$ cat src/rtl/acq_pkg.sv
// Shared types and constants for the acquisition controller.
package acq_pkg;

    typedef enum logic [2:0] {
        ST_IDLE      = 3'd0,
        ST_ARM       = 3'd1,
        ST_WAIT_TRIG = 3'd2,
        ST_HOLDOFF   = 3'd3,
        ST_SWAP_WAIT = 3'd4
    } acq_state_t;

    localparam int CAP_DEPTH    = 256;
    localparam int VSWAP_LO_DEF = 10;
    localparam int VSWAP_HI_DEF = 500;
    localparam int TB_W         = 4;
    localparam int DIV_W        = 11;
    localparam logic [TB_W-1:0] TB_MAX = 4'd11;

    // Timebases past the divider width fall back to the slowest rate.
    function automatic logic [TB_W-1:0] clamp_tb(input logic [TB_W-1:0] tb);
        return (tb > TB_MAX) ? TB_MAX : tb;
    endfunction

endpackage

$ cat src/rtl/sample_div.sv
// Free-running sample-rate divider: one strobe every 2^timebase cycles.
module sample_div
    import acq_pkg::*;
(
    input  logic            clk,
    input  logic            rst_n,
    input  logic [TB_W-1:0] timebase_i,
    output logic            sample_en_o
);

    logic [DIV_W-1:0] div_q, div_d, lim;
    logic [TB_W-1:0]  tb_q;
    logic             wrap;
    logic             se_q;

    // The timebase is only picked up at a wrap so a period is never cut short.
    assign lim  = (DIV_W'(1) << tb_q) - DIV_W'(1);
    assign wrap = (div_q == lim);

    always_comb begin
        div_d = div_q + DIV_W'(1);
        if (wrap) div_d = '0;
    end

    always_ff @(posedge clk or negedge rst_n) begin
        if (!rst_n) begin
            div_q <= '0;
            tb_q  <= '0;
            se_q  <= 1'b0;
        end else begin
            div_q <= div_d;
            se_q  <= wrap;
            if (wrap) tb_q <= clamp_tb(timebase_i);
        end
    end

    assign sample_en_o = se_q;

endmodule

$ cat src/rtl/acq_ctrl.sv
// Acquisition sequencer: arm/holdoff/Run-Stop-Single and tear-free frame swap.
// Define ACQ_AUTO_EN to build the auto-trigger timeout and force pulse.
module acq_ctrl
    import acq_pkg::*;
#(
    parameter int AUTO_TIMEOUT = 2_000_000,
    parameter int VSWAP_LO     = VSWAP_LO_DEF,
    parameter int VSWAP_HI     = VSWAP_HI_DEF
) (
    input  logic            clk,
    input  logic            rst_n,
    input  logic            run,
    input  logic            single,
    input  logic            auto_mode,
    input  logic [TB_W-1:0] timebase,
    input  logic [11:0]     holdoff,
    input  logic [10:0]     vcount,
    input  logic            cap_done,
    output logic            arm,
    output logic            force_o,
    output logic            sample_en,
    output logic            frame_swap,
    output logic [2:0]      state_o,
    output logic [15:0]     trig_cnt
);

    acq_state_t  state_q, state_d;
    logic        one_shot_q, one_shot_d;
    logic [11:0] hold_q, hold_d;
    logic [15:0] trig_cnt_q, trig_cnt_d;
    logic        arm_q, swap_q, swap_d;
    logic        swap_ok, hold_last;

    sample_div u_div (
        .clk         (clk),
        .rst_n       (rst_n),
        .timebase_i  (timebase),
        .sample_en_o (sample_en)
    );

    assign swap_ok   = (vcount < 11'(VSWAP_LO)) || (vcount > 11'(VSWAP_HI));
    // A zero holdoff still spends one cycle in HOLDOFF.
    assign hold_last = (holdoff == 12'd0) || (hold_q == holdoff - 12'd1);

    always_comb begin
        state_d    = state_q;
        one_shot_d = one_shot_q;
        hold_d     = '0;
        trig_cnt_d = trig_cnt_q;
        swap_d     = 1'b0;
        case (state_q)
            ST_IDLE: begin
                if (single) begin
                    one_shot_d = 1'b1;
                    state_d    = ST_ARM;
                end else if (run) begin
                    state_d = ST_ARM;
                end
            end
            ST_ARM: state_d = ST_WAIT_TRIG;
            ST_WAIT_TRIG: begin
                if (cap_done) begin
                    trig_cnt_d = trig_cnt_q + 16'd1;
                    state_d    = ST_SWAP_WAIT;
                end else if (!run && !one_shot_q) begin
                    state_d = ST_IDLE;
                end
            end
            ST_SWAP_WAIT: begin
                if (swap_ok) begin
                    swap_d  = 1'b1;
                    state_d = ST_HOLDOFF;
                end
            end
            ST_HOLDOFF: begin
                if (hold_last) begin
                    if (run && !one_shot_q) begin
                        state_d = ST_ARM;
                    end else begin
                        state_d    = ST_IDLE;
                        one_shot_d = 1'b0;
                    end
                end else begin
                    hold_d = hold_q + 12'd1;
                end
            end
            default: state_d = ST_IDLE;
        endcase
    end

    always_ff @(posedge clk or negedge rst_n) begin
        if (!rst_n) begin
            state_q    <= ST_IDLE;
            one_shot_q <= 1'b0;
            hold_q     <= '0;
            trig_cnt_q <= '0;
            arm_q      <= 1'b0;
            swap_q     <= 1'b0;
        end else begin
            state_q    <= state_d;
            one_shot_q <= one_shot_d;
            hold_q     <= hold_d;
            trig_cnt_q <= trig_cnt_d;
            arm_q      <= (state_d == ST_WAIT_TRIG);
            swap_q     <= swap_d;
        end
    end

`ifdef ACQ_AUTO_EN
    localparam int TO_W = $clog2(AUTO_TIMEOUT + 1);

    logic [TO_W-1:0] to_q, to_d;
    logic            to_hit;

    assign to_hit = (to_q == TO_W'(AUTO_TIMEOUT - 1));

    // Saturating one past the hit value keeps the force strictly single-shot.
    always_comb begin
        to_d = to_q;
        if (state_q == ST_ARM) begin
            to_d = '0;
        end else if (state_q == ST_WAIT_TRIG && to_q != TO_W'(AUTO_TIMEOUT)) begin
            to_d = to_q + TO_W'(1);
        end
    end

    always_ff @(posedge clk or negedge rst_n) begin
        if (!rst_n) to_q <= '0;
        else        to_q <= to_d;
    end

    assign force_o = auto_mode && (state_q == ST_WAIT_TRIG) && to_hit && !cap_done
                     && (run || one_shot_q);
`else
    logic auto_mode_unused;
    assign auto_mode_unused = auto_mode;
    assign force_o          = 1'b0;
`endif

    assign arm        = arm_q;
    assign frame_swap = swap_q;
    assign state_o    = state_q;
    assign trig_cnt   = trig_cnt_q;

endmodule

$ cat config.mk
export PLATFORM = sky130hd
export DESIGN_NAME = acq_ctrl
export DESIGN_NICKNAME = d
export VERILOG_FILES = /design/src/rtl/acq_pkg.sv /design/src/rtl/sample_div.sv /design/src/rtl/acq_ctrl.sv
export SDC_FILE = /design/constraint.sdc
export NUM_CORES = 1
export LEC_CHECK = 0
export CORE_UTILIZATION = 57
export CTS_CLUSTER_SIZE = 40
export DETAILED_ROUTE_END_ITERATION = 16
export PLACE_DENSITY = 0.95
export SLEW_MARGIN = 30
export SYNTH_ARGS = -nofsm -noshare
export SYNTH_HDL_FRONTEND = slang
export SYNTH_HIERARCHICAL = 1
export SYNTH_SLANG_ARGS = --single-unit
$ cat constraint.sdc
create_clock -name clk -period 4.8 [get_ports clk]
set_input_delay 0.72 -clock clk [delete_from_list [all_inputs] [get_ports clk]]
set_output_delay 0.72 -clock clk [all_outputs]
set_load 0.01 [all_outputs]
Yosys cells after proc, flatten, opt, wreduce, memory -nomap -nowiden
Index checks and enable logic that the tools add are counted.
- register bits: 50
- output and inout bits: 23
- add/subtract/negate cells: 5
- magnitude comparators: 3
- eq/ne operators: 10
- shift-type cells: 1
- muxes and demuxes: 18
- reductions and logical operators: 11
- operator list (kind ; count):
    12-bit two-way mux ; 2
    3-bit two-way mux ; 6
    16-bit by 1-bit adder with 16-bit output, second input constant ; 1
    3-bit one-hot mux with 5 select lines ; 1
    12-bit by 1-bit adder with 12-bit output, second input constant ; 1
    12-bit equality test ; 1
    12-bit logical NOT ; 1
    12-bit by 1-bit subtractor with 12-bit output, second input constant ; 1
    11-bit by 1-bit adder with 11-bit output, second input constant ; 1
    11-bit equality test ; 1
    11-bit by 9-bit > comparator with 1-bit output, second input constant ; 1
    11-bit by 4-bit < comparator with 1-bit output, second input constant ; 1
    11-bit two-way mux ; 1
    1-bit by 4-bit << shifter with 11-bit output, first input constant ; 1
    11-bit by 2-bit subtractor with 11-bit output, second input constant ; 1
    3-bit by 2-bit equality test with 1-bit output, second input constant ; 3
    1-bit two-way mux ; 6
    2-bit inequality test, second input constant ; 3
    4-bit > comparator, second input constant ; 1
    4-bit two-way mux ; 1
    4-bit AND reduction ; 1
    3-bit by 1-bit equality test with 1-bit output, second input constant ; 1
    3-bit equality test, second input constant ; 1
    3-bit logical NOT ; 1
    6 further kinds ; 9

Logic depth before layout (Yosys ltp)
Gate-level depths: netlist of run 1.
- word-level depth: 6
- mapped depth: 11

Hierarchy
The synthesis of run 1 kept the hierarchy.
- by module, submodules not included (module ; times used ; cells an instance ; area an instance (um^2) ; seq. area each (um^2)):
    acq_ctrl ; 1 ; 208 ; 2047.0 ; 850.8
    sample_div ; 1 ; 103 ; 997.2 ; 400.4

Least setup slack after synthesis of run 1
No wires, ideal clock.
- path type: register to register
- start point: reg u_div.tb_q[1]
- end point: reg u_div.tb_q[2]
- setup time: 0.125 ns
- arrival time: 2.366 ns
- required time: 4.675 ns
- slack: 2.309 ns
- cell stages (with the launch flop): 11
- path buffers: 1
- path through: dfrtp_1 > buf_4 > nor2_2 > nand2_1 > ha_1 > nor4bb_1 > a21oi_1 > o22ai_1 > xor2_1 > nor4_4 > mux2_4
- cells in the longest elaborated chain, start to end: 3
- RTL lines (what ; RTL line ; text):
    from (decl) ; sample_div.sv:12 ; logic [TB_W-1:0] tb_q;
    from (signal assigned) ; sample_div.sv:33 ; if (wrap) tb_q <= clamp_tb(timebase_i);
    1-bit by 4-bit << shifter with 11-bit output ; sample_div.sv:17 ; assign lim = (DIV_W'(1) << tb_q) - DIV_W'(1);
    11-bit by 2-bit subtractor with 11-bit output ; sample_div.sv:17 ;
    11-bit equality test ; sample_div.sv:18 ; assign wrap = (div_q == lim);
Every way passes these cells.
A chain may end at the register's enable or synchronous reset.

Final worst setup path of run 1
- start point: reg u_div.tb_q[2]
- end point: reg u_div.tb_q[2]
Same word-level chain as after synthesis.

==> impl_metrics.env, run 1 <==
export IMPL_drv_cap=0
export IMPL_start_util_pct=59.2
export IMPL_cts_tree="built"
export IMPL_cts_hold_buf=0
export IMPL_die_width_um=75.1
export IMPL_nFillCells=397
export IMPL_ys_async_sr_fraction_pct=100
export IMPL_fin_crit_sh_pct=62.3
export IMPL_diodes=0
export IMPL_leakage_uw=0.00152
export IMPL_hold_slack_ns=0.427
export IMPL_switching_power_uw=466
export IMPL_placed_cells=424
export IMPL_yosysSeqAreaShare_pct=41.1
export IMPL_routed_wl_mm=6.57
export IMPL_ys_warn_count=6
export IMPL_gr_usage_all_layers_pct=25.0
export IMPL_max_freq_ghz=0.334
export IMPL_layout_cells_non_filler=433
export IMPL_power_density_mw_per_mm2=352
export IMPL_setup_ws_ns=1.81
export IMPL_cpMaxStageDelayCell="dfrtp_1"
export IMPL_final_seq_area_mm2=0.00125
export IMPL_post_cts_buffers=0
export IMPL_areaGrowthSynthToFinish_pct=21.9
export IMPL_synth_flop_cell="dfrtp_1"
export IMPL_vias=2435
export IMPL_outcome="finished, final reports clean"
export IMPL_min_period_ns=2.99
export IMPL_final_setup_tns_ns=0
export IMPL_maxSlewViolCount=0
export IMPL_root_buffer="clkbuf_8"
export IMPL_p_sw_share_pct=35.7
export IMPL_wire_per_inst_um=15.2
export IMPL_synth_nets=350
export IMPL_seqPwrFrac_pct=46.3
export IMPL_dieHeight_um=75.1
export IMPL_internal_power_uw=839
export IMPL_place_hpwl_mm=4.77
export IMPL_clkSlewWorstSetupHoldPaths_ns=0.09
export IMPL_cts_max_level=2
export IMPL_final_hold_violation_count=0
export IMPL_worstMarginPinSlew_ns=0.624
export IMPL_synth_area_mm2=0.00304
export IMPL_finClkSkew_ns=0.00971
export IMPL_netlist_instances=311
export IMPL_clk_insertion_delay_late_ns=0.31
export IMPL_hold_path_class="in -> async"
export IMPL_cts_path_max_buffers=2
export IMPL_pre_cts_ws_ns=1.52
export IMPL_cts_resized=0
export IMPL_slew_headroom_pct=58.4
export IMPL_viasPerCell=5.62
export IMPL_die_area_mm2=0.00564
export IMPL_arrival_ns=3.18
export IMPL_crit_path_start_kind="register"
export IMPL_gr_total_overflow=0
export IMPL_routabilityCongestion=0.858
export IMPL_crit_chain="nor2_2 -> nand2_1 -> ha_1 -> nor4bb_1 -> a21oi_1 -> o22ai_1 -> xor2_1 -> nor4_4 -> buf_4 -> mux2_4"
export IMPL_avgSynthCellArea_um2=9.79
export IMPL_pwr_share_comb_pct=32.8
export IMPL_synth_edf_count=0
export IMPL_numCtsBuffers=5
export IMPL_drive_gt1_share_pct=10.5
export IMPL_drc=0
export IMPL_end_kind="register"
export IMPL_num_rows=26
export IMPL_path_max_fanout=12
export IMPL_multi_input_area_mm2=0.00169
export IMPL_antenna_found_initial=0
export IMPL_setup_viol_count_final=0
export IMPL_clock_sinks=50
export IMPL_max_vdd_ir_drop_uv=372
export IMPL_portBuffers=53
export IMPL_ys_ff_latch=50
export IMPL_clock_power_share_pct=20.9
export IMPL_grt_max_degree=51
export IMPL_path_class="reg -> reg"
export IMPL_coreArea_mm2=0.00514
export IMPL_drt_iter0_drc=120
export IMPL_power_total_uw=1310
export IMPL_fin_nets=401
export IMPL_grt_pass1_wl_mm=10.6
export IMPL_critPathMaxStageDelay_ns=0.53
export IMPL_crit_required_ns=4.99
export IMPL_first_pass_iters=4
export IMPL_synth_distinct_cells=63
export IMPL_pin_count=56
export IMPL_grt_pass1_vias=2416
export IMPL_rsz0062_at_grt="no"
export IMPL_drtAntennaViolNets=0
[critical path, delay by kind of cell, from the launching register on]
family          cells  cell delay, ns
fa+ha+maj           1            0.30
buf+inv             1            0.28
mux                 1            0.31
xor+xnor            1            0.14
compound gates      2            0.26
flops               1            0.53
simple gates        4            1.06
[registers in the layout (all words and copies together), names as in the netlist]
register / cells
state_o: 3
hold_q: 12
one_shot_q: 1
u_div/div_q: 11
u_div/tb_q: 4
arm: 1
frame_swap: 1
trig_cnt: 16
u_div/sample_en_o: 1
[cell usage after synthesis, types with 2 or more instances]
cell | number | share of area (%)
nand2_2 | 2 | 0.41
buf_2 | 4 | 0.66
nor2_1 | 32 | 3.9
o21ai_0 | 7 | 1.2
a21oi_1 | 10 | 1.6
nor2_2 | 9 | 1.8
mux2i_1 | 2 | 0.66
mux2_4 | 2 | 0.99
nor4bb_1 | 3 | 0.99
nand3b_1 | 2 | 0.49
nor4_1 | 7 | 1.4
o2111ai_1 | 2 | 0.58
nand3_1 | 16 | 2.6
xnor2_1 | 27 | 7.8
o21ai_1 | 2 | 0.33
nor2b_1 | 4 | 0.82
dfrtp_1 | 50 | 41
clkbuf_1 | 3 | 0.37
nand2b_1 | 7 | 1.4
and3_1 | 8 | 1.6
buf_4 | 3 | 0.74
ha_1 | 6 | 2.5
nand4_1 | 7 | 1.4
xor2_1 | 29 | 8.3
inv_1 | 9 | 1.1
nand2_1 | 16 | 2.0
nor3_1 | 6 | 0.99
[per-stage QoR]
step	utilization, %	cell area [um2]
global placement	70.0	3600
floorplan	-	3040
detailed placement	70.0	3600
global route	72.2	3710
finish	72.2	3710
CTS	72.1	3700
[path summary, 6_finish.rpt]
path | start | end | slack [ns] | cells past startpoint
max | u_div/tb_q[2] | u_div/tb_q[2] | 1.81 | 10
min | rst_n | trig_cnt[14] | 0.43 | 1
max reg2reg | u_div/tb_q[2] | u_div/tb_q[2] | 1.81 | 10
min reg2reg | trig_cnt[15] | trig_cnt[15] | 0.48 | 1
max in group asynchronous | rst_n | hold_q[6] | 3.96 | 1
min in group clk | trig_cnt[15] | trig_cnt[15] | 0.48 | 1
[final cells by class]
cell class | count | area share, %
sequential | 50 | 33.7
clock buffer | 7 | 2.60
timing repair buffer | 55 | 14.6
multi-input combinational | 241 | 45.5
tap | 70 | 2.36
inverter | 9 | 0.910
clock inverter | 1 | 0.236
[routing by layer]
layer  global-route usage (%)  up-vias  share of wire, %
met5                        0        -                 0
met4                     8.81        0               1.6
met3                     4.95       12               3.4
met2                     44.2       65                52
met1                     30.3     1171                44
li1                         -     1187                 -
[power by group through the flow]
stage	registers, uW	clock network (uW)	logic, uW
2_1_floorplan	586	0	282
3_3_place_gp	603	0	403
3_5_place_dp	608	0	425
4_1_cts	600	276	429
5_1_grt	617	295	472
6_report	604	273	429
[logic make-up after synthesis]
kind of cell	after synthesis	share of synthesized area, %
buffers and inverters	20	3.37
adder cells (fa/ha/maj)	6	2.47
AND/OR/NAND/NOR	132	24.7
AO/OA/AOI/OAI	40	9.78
flip-flops	50	41.1
multiplexers	6	2.38
XOR/XNOR	56	16.1
other	1	0.123
[cells in the final DEF, fill, tap and decap left out, drive strengths merged, types with 8 or more instances in the layout]
| cell | n |
|---|---|
| xor2 | 29 |
| inv | 9 |
| dfrtp | 50 |
| o21ai | 11 |
| clkdlybuf4s50 | 52 |
| xnor2 | 27 |
| nor4 | 9 |
| nor2 | 41 |
| nand2 | 18 |
| and3 | 8 |
| a21oi | 10 |
| nand3 | 17 |
(Power assumes the default switching activity.)
==> run 2, diff against run 1 <==
CORE_UTILIZATION = 53   (was 57)
PLACE_DENSITY = 0.9   (was 0.95)
clock period = 3.1 ns   (was 4.8 ns; I/O delays follow)
==> impl_metrics.env, run 2 (synthesis results as in run 1) <==
export IMPL_outcome="finished, final reports clean"
export IMPL_drv_cap=0
export IMPL_pin_count=56
export IMPL_start_util_pct=55.3
export IMPL_setup_ws_ns=0.290
export IMPL_seqPwrFrac_pct=45.0
export IMPL_coreArea_mm2=0.00551
export IMPL_areaGrowthSynthToFinish_pct=23.4
export IMPL_cts_max_level=2
export IMPL_critical_path_top_delay_family="simple AND/OR/NAND/NOR gates"
export IMPL_crit_buf_inv=1
export IMPL_fin_area_mm2=0.00376
export IMPL_pre_cts_ws_ns=0.332
export IMPL_path_max_fanout=15
export IMPL_power_density_mw_per_mm2=551
export IMPL_routabilityCongestion=0.878
export IMPL_drc=0
export IMPL_final_hold_violation_count=0
export IMPL_cts_path_max_buffers=2
export IMPL_vias=2413
export IMPL_max_freq_ghz=0.356
export IMPL_crit_chain="nor2_1 -> nand2_1 -> ha_1 -> nor4bb_1 -> a21oi_1 -> o22ai_1 -> xor2_1 -> nor4_4 -> buf_4 -> nor2_1"
export IMPL_fin_nets=404
export IMPL_crit_path_start_kind="register"
export IMPL_first_pass_iters=4
export IMPL_arrival_ns=3.00
export IMPL_clock_sinks=50
export IMPL_switching_power_uw=696
export IMPL_grt_pass1_wl_mm=10.8
export IMPL_min_period_ns=2.81
export IMPL_slew_headroom_pct=59.4
export IMPL_final_setup_tns_ns=0
export IMPL_die_area_mm2=0.00605
export IMPL_critPathMaxStageDelay_ns=0.53
export IMPL_root_buffer="clkbuf_8"
export IMPL_antenna_found_initial=0
export IMPL_pwr_share_comb_pct=32.9
export IMPL_largest_register_ffs=16
export IMPL_dieHeight_um=77.8
export IMPL_multi_input_area_mm2=0.00169
export IMPL_layout_cells_non_filler=437
export IMPL_leakage_uw=0.00154
export IMPL_drtAntennaViolNets=0
export IMPL_layout_common_cells="clkdlybuf4s50_1, dfrtp_1, nor2_1"
export IMPL_cts_hold_buf=0
export IMPL_nFillCells=432
export IMPL_place_hpwl_mm=4.57
export IMPL_wire_per_inst_um=13.8
export IMPL_final_seq_area_mm2=0.00125
export IMPL_die_width_um=77.8
export IMPL_numCtsBuffers=5
export IMPL_fin_crit_sh_pct=90.6
export IMPL_finClkSkew_ns=0.00423
export IMPL_clkSlewWorstSetupHoldPaths_ns=0.08
export IMPL_internal_power_uw=1370
export IMPL_cpMaxStageDelayCell="dfrtp_1"
export IMPL_viasPerCell=5.52
export IMPL_grt_max_degree=51
export IMPL_num_rows=27
export IMPL_routed_wl_mm=6.04
export IMPL_layout_commonest_cell="clkdlybuf4s50_1"
export IMPL_cts_tree="built"
export IMPL_drt_iter0_drc=125
export IMPL_grt_pass1_vias=2416
export IMPL_placed_cells=430
export IMPL_maxSlewViolCount=0
export IMPL_cts_resized=0
export IMPL_clk_insertion_delay_late_ns=0.30
export IMPL_path_class="reg -> reg"
export IMPL_drive_gt1_share_pct=11.0
export IMPL_rsz0062_at_grt="no"
export IMPL_crit_required_ns=3.29
export IMPL_max_vdd_ir_drop_uv=378
export IMPL_setup_viol_count_final=0
export IMPL_hold_path_class="in -> async"
export IMPL_end_kind="register"
export IMPL_path_common_cell="nor2_1"
export IMPL_gr_total_overflow=0
export IMPL_place_area_mm2=0.00364
export IMPL_p_sw_share_pct=33.6
export IMPL_diodes=0
export IMPL_gr_usage_all_layers_pct=22.4
export IMPL_fin_util_pct=68.2
export IMPL_post_cts_buffers=0
export IMPL_clock_power_share_pct=22.1
export IMPL_portBuffers=53
export IMPL_worstMarginPinSlew_ns=0.609
[run 2: changes by cell type in the layout (fill, tap and decap cells not counted)]
cell	change
buf_12	+1
clkbuf_8	-1
bufinv_16	+1
buf_4	+2
clkinv_4	-1
[run 2: path summary, 6_finish.rpt]
| check | from | end | slack [ns] | cells after the start |
|---|---|---|---|---|
| worst min register to register | trig_cnt[15] | trig_cnt[15] | 0.48 | 1 |
| worst min-delay path | rst_n | u_div/div_q[6] | 0.17 | 1 |
| max in group asynchronous | rst_n | frame_swap | 2.52 | 1 |
| min in group clk | trig_cnt[15] | trig_cnt[15] | 0.48 | 1 |
| worst max register to register | u_div/tb_q[3] | u_div/div_q[6] | 0.29 | 10 |
| worst max-delay path | u_div/tb_q[3] | u_div/div_q[6] | 0.29 | 10 |
[run 2: cell type report]
class	count	area share [%]
clock buffer	6	2.20
tap	72	2.40
inverter	9	0.899
timing repair buffer	58	15.4
sequential	50	33.3
multi-input combinational	241	45.0
clock inverter	1	0.799
[run 2: power groups by stage]
| stage | Sequential, uW | Combinational (uW) | Clock (uW) |
|---|---|---|---|
| global route | 955 | 751 | 496 |
| CTS | 931 | 685 | 466 |
| finish | 931 | 680 | 457 |
| global placement | 934 | 654 | 0 |
| floorplan | 907 | 436 | 0 |
| detailed placement | 943 | 681 | 0 |
[run 2: stage by stage]
stage	hold slack (ns)	total power (uW)
after floorplan	0.169	1340
after global placement	0.461	1590
after detailed placement	0.467	1620
after CTS	0.196	2080
after global routing	0.230	2200
final	0.173	2070
[run 2: routing by layer]
| metal | part of all wire [%] | global-route usage, % | wire length [um] | up-vias |
|---|---|---|---|---|
| met3 | 2.7 | 3.41 | 162 | 7 |
| met5 | 0 | 0 | 0 | - |
| met1 | 45 | 28.0 | 2700 | 1178 |
| met4 | 1.4 | 6.98 | 82 | 0 |
| met2 | 51 | 39.5 | 3100 | 37 |
| li1 | - | - | - | 1191 |
[run 2: worst reg2reg max path, delay by kind of cell, from the launching register on]
family          cells  cell delay [ns]
compound gates      2             0.24
xor+xnor            1             0.13
fa+ha+maj           1             0.30
buf+inv             1             0.27
flops               1             0.53
simple gates        5             1.23
==> run 3, diff against run 2 <==
--- a/config.mk
+++ b/config.mk
@@ -7,2 +7,3 @@
 export LEC_CHECK = 0
+export CAP_MARGIN = 20
 export CORE_UTILIZATION = 53
==> constraint.sdc (replaced) <==
create_clock -name clk -period 3.1 [get_ports clk]
set_input_delay 0.62 -clock clk [delete_from_list [all_inputs] [get_ports clk]]
set_output_delay 0.62 -clock clk [all_outputs]
set_load 0.01 [all_outputs]
==> impl_metrics.env, run 3 (synthesis results as in run 1) <==
export IMPL_rsz0062_at_grt="no"
export IMPL_fin_nets=405
export IMPL_routed_wl_mm=5.99
export IMPL_setup_ws_ns=0.382
export IMPL_final_hold_violation_count=0
export IMPL_coreArea_mm2=0.00551
export IMPL_clk_insertion_delay_late_ns=0.30
export IMPL_numCtsBuffers=5
export IMPL_min_period_ns=2.72
export IMPL_first_pass_iters=4
export IMPL_antenna_found_initial=0
export IMPL_final_setup_tns_ns=0
export IMPL_grt_pass1_vias=2360
export IMPL_power_density_mw_per_mm2=524
export IMPL_viasPerCell=5.49
export IMPL_ff2ff_path_depth=9
export IMPL_diodes=0
export IMPL_gr_total_overflow=0
export IMPL_place_hpwl_mm=4.55
export IMPL_outcome="finished, final reports clean"
export IMPL_slew_headroom_pct=58.6
export IMPL_die_area_mm2=0.00605
export IMPL_layout_cells_non_filler=438
export IMPL_hold_path_class="in -> async"
export IMPL_drc=0
export IMPL_max_vdd_ir_drop_uv=353
export IMPL_drive_gt1_share_pct=10.9
export IMPL_clock_sinks=50
export IMPL_pre_cts_ws_ns=0.111
export IMPL_clkSlewWorstSetupHoldPaths_ns=0.08
export IMPL_drv_cap=0
export IMPL_max_freq_ghz=0.368
export IMPL_maxSlewViolCount=0
export IMPL_cts_tree="built"
export IMPL_setup_viol_count_final=0
export IMPL_arrival_ns=2.90
export IMPL_num_rows=27
export IMPL_drtAntennaViolNets=0
export IMPL_finClkSkew_ns=0.00813
export IMPL_root_buffer="clkbuf_8"
export IMPL_cts_hold_buf=0
export IMPL_start_util_pct=55.3
export IMPL_worstMarginPinSlew_ns=0.621
export IMPL_drt_iter0_drc=149
export IMPL_grt_max_degree=51
export IMPL_routabilityCongestion=0.894
export IMPL_crit_required_ns=3.28
export IMPL_grt_pass1_wl_mm=10.4
export IMPL_post_cts_buffers=0
export IMPL_portBuffers=53
export IMPL_cts_resized=0
export IMPL_vias=2403
export IMPL_layout_common_cells="clkdlybuf4s50_1, dfrtp_1, nor2_1"
export IMPL_placed_cells=431
export IMPL_layout_commonest_cell="clkdlybuf4s50_1"
export IMPL_crit_path_start_kind="register"
export IMPL_path_max_fanout=15
export IMPL_dieHeight_um=77.8
export IMPL_end_kind="register"
export IMPL_largest_register_ffs=16
export IMPL_cts_max_level=2
export IMPL_areaGrowthSynthToFinish_pct=22.6
export IMPL_die_width_um=77.8
export IMPL_fin_crit_sh_pct=87.7
export IMPL_wire_per_inst_um=13.7
export IMPL_leakage_uw=0.00153
export IMPL_gr_usage_all_layers_pct=21.7
export IMPL_path_class="reg -> reg"
export IMPL_cts_path_max_buffers=2
export IMPL_pin_count=56
[run 3: changes by cell type in the layout (fill, tap and decap cells not counted)]
cell,previous run,this run
buf_4,5,6
clkbuf_1,0,1
clkinvlp_4,0,1
clkbuf_8,6,5
bufinv_16,1,0
[run 3: area by class of cell]
cell class / instances / area, um2
fillers: 433 / 1780
clock buffers: 6 / 72.6
repair buffers: 59 / 586
well taps: 72 / 90.1
clock inverters: 1 / 7.51
inverters: 9 / 33.8
flip-flops and latches: 50 / 1250
multi-input cells: 241 / 1690
[run 3: path summary, 6_finish.rpt]
check                                   start             end  slack (ns)
worst max-delay path            u_div/tb_q[3]   u_div/tb_q[2]        0.38
worst min-delay path                    rst_n    trig_cnt[15]        0.33
worst max register to register  u_div/tb_q[3]   u_div/tb_q[2]        0.38
worst min register to register   trig_cnt[15]    trig_cnt[15]        0.48
max in group asynchronous               rst_n  u_div/div_q[3]        2.35
min in group clk                 trig_cnt[15]    trig_cnt[15]        0.48
[run 3: where the power goes]
part / internal, uW / leakage [uW] / total (uW) / switching [uW]
registers: 760 / 0.000658 / 926 / 166
logic: 357 / 0.000832 / 680 / 323
clock network: 155 / 0.0000373 / 351 / 196
[run 3: metal layers]
| layer | track usage, % | routed length (um) | vias to the layer above |
|---|---|---|---|
| met2 | 38.2 | 3010 | 41 |
| met4 | 5.47 | 81 | 0 |
| li1 | - | - | 1193 |
| met1 | 27.2 | 2730 | 1161 |
| met5 | 0 | 0 | - |
| met3 | 4.24 | 174 | 8 |
[run 3: metrics by stage]
step	utilization, %	cell area, um2	total power [uW]	hold slack (ns)
after floorplan	-	3040	1340	0.324
after global placement	66.3	3650	1590	0.461
after detailed placement	66.3	3650	1620	0.468
after CTS	67.8	3730	1970	0.354
after global routing	67.8	3730	2090	0.385
final	67.8	3730	1960	0.334
[run 3: critical path, stage by stage, from the launching register on]
cell and delay [ns]:
dfrtp_1 0.53, nor2_1 0.18, nand2_1 0.10, ha_1 0.30
nor4bb_1 0.30, a21oi_1 0.07, o22ai_1 0.18, xor2_1 0.13
nor4_4 0.49, mux2_4 0.34
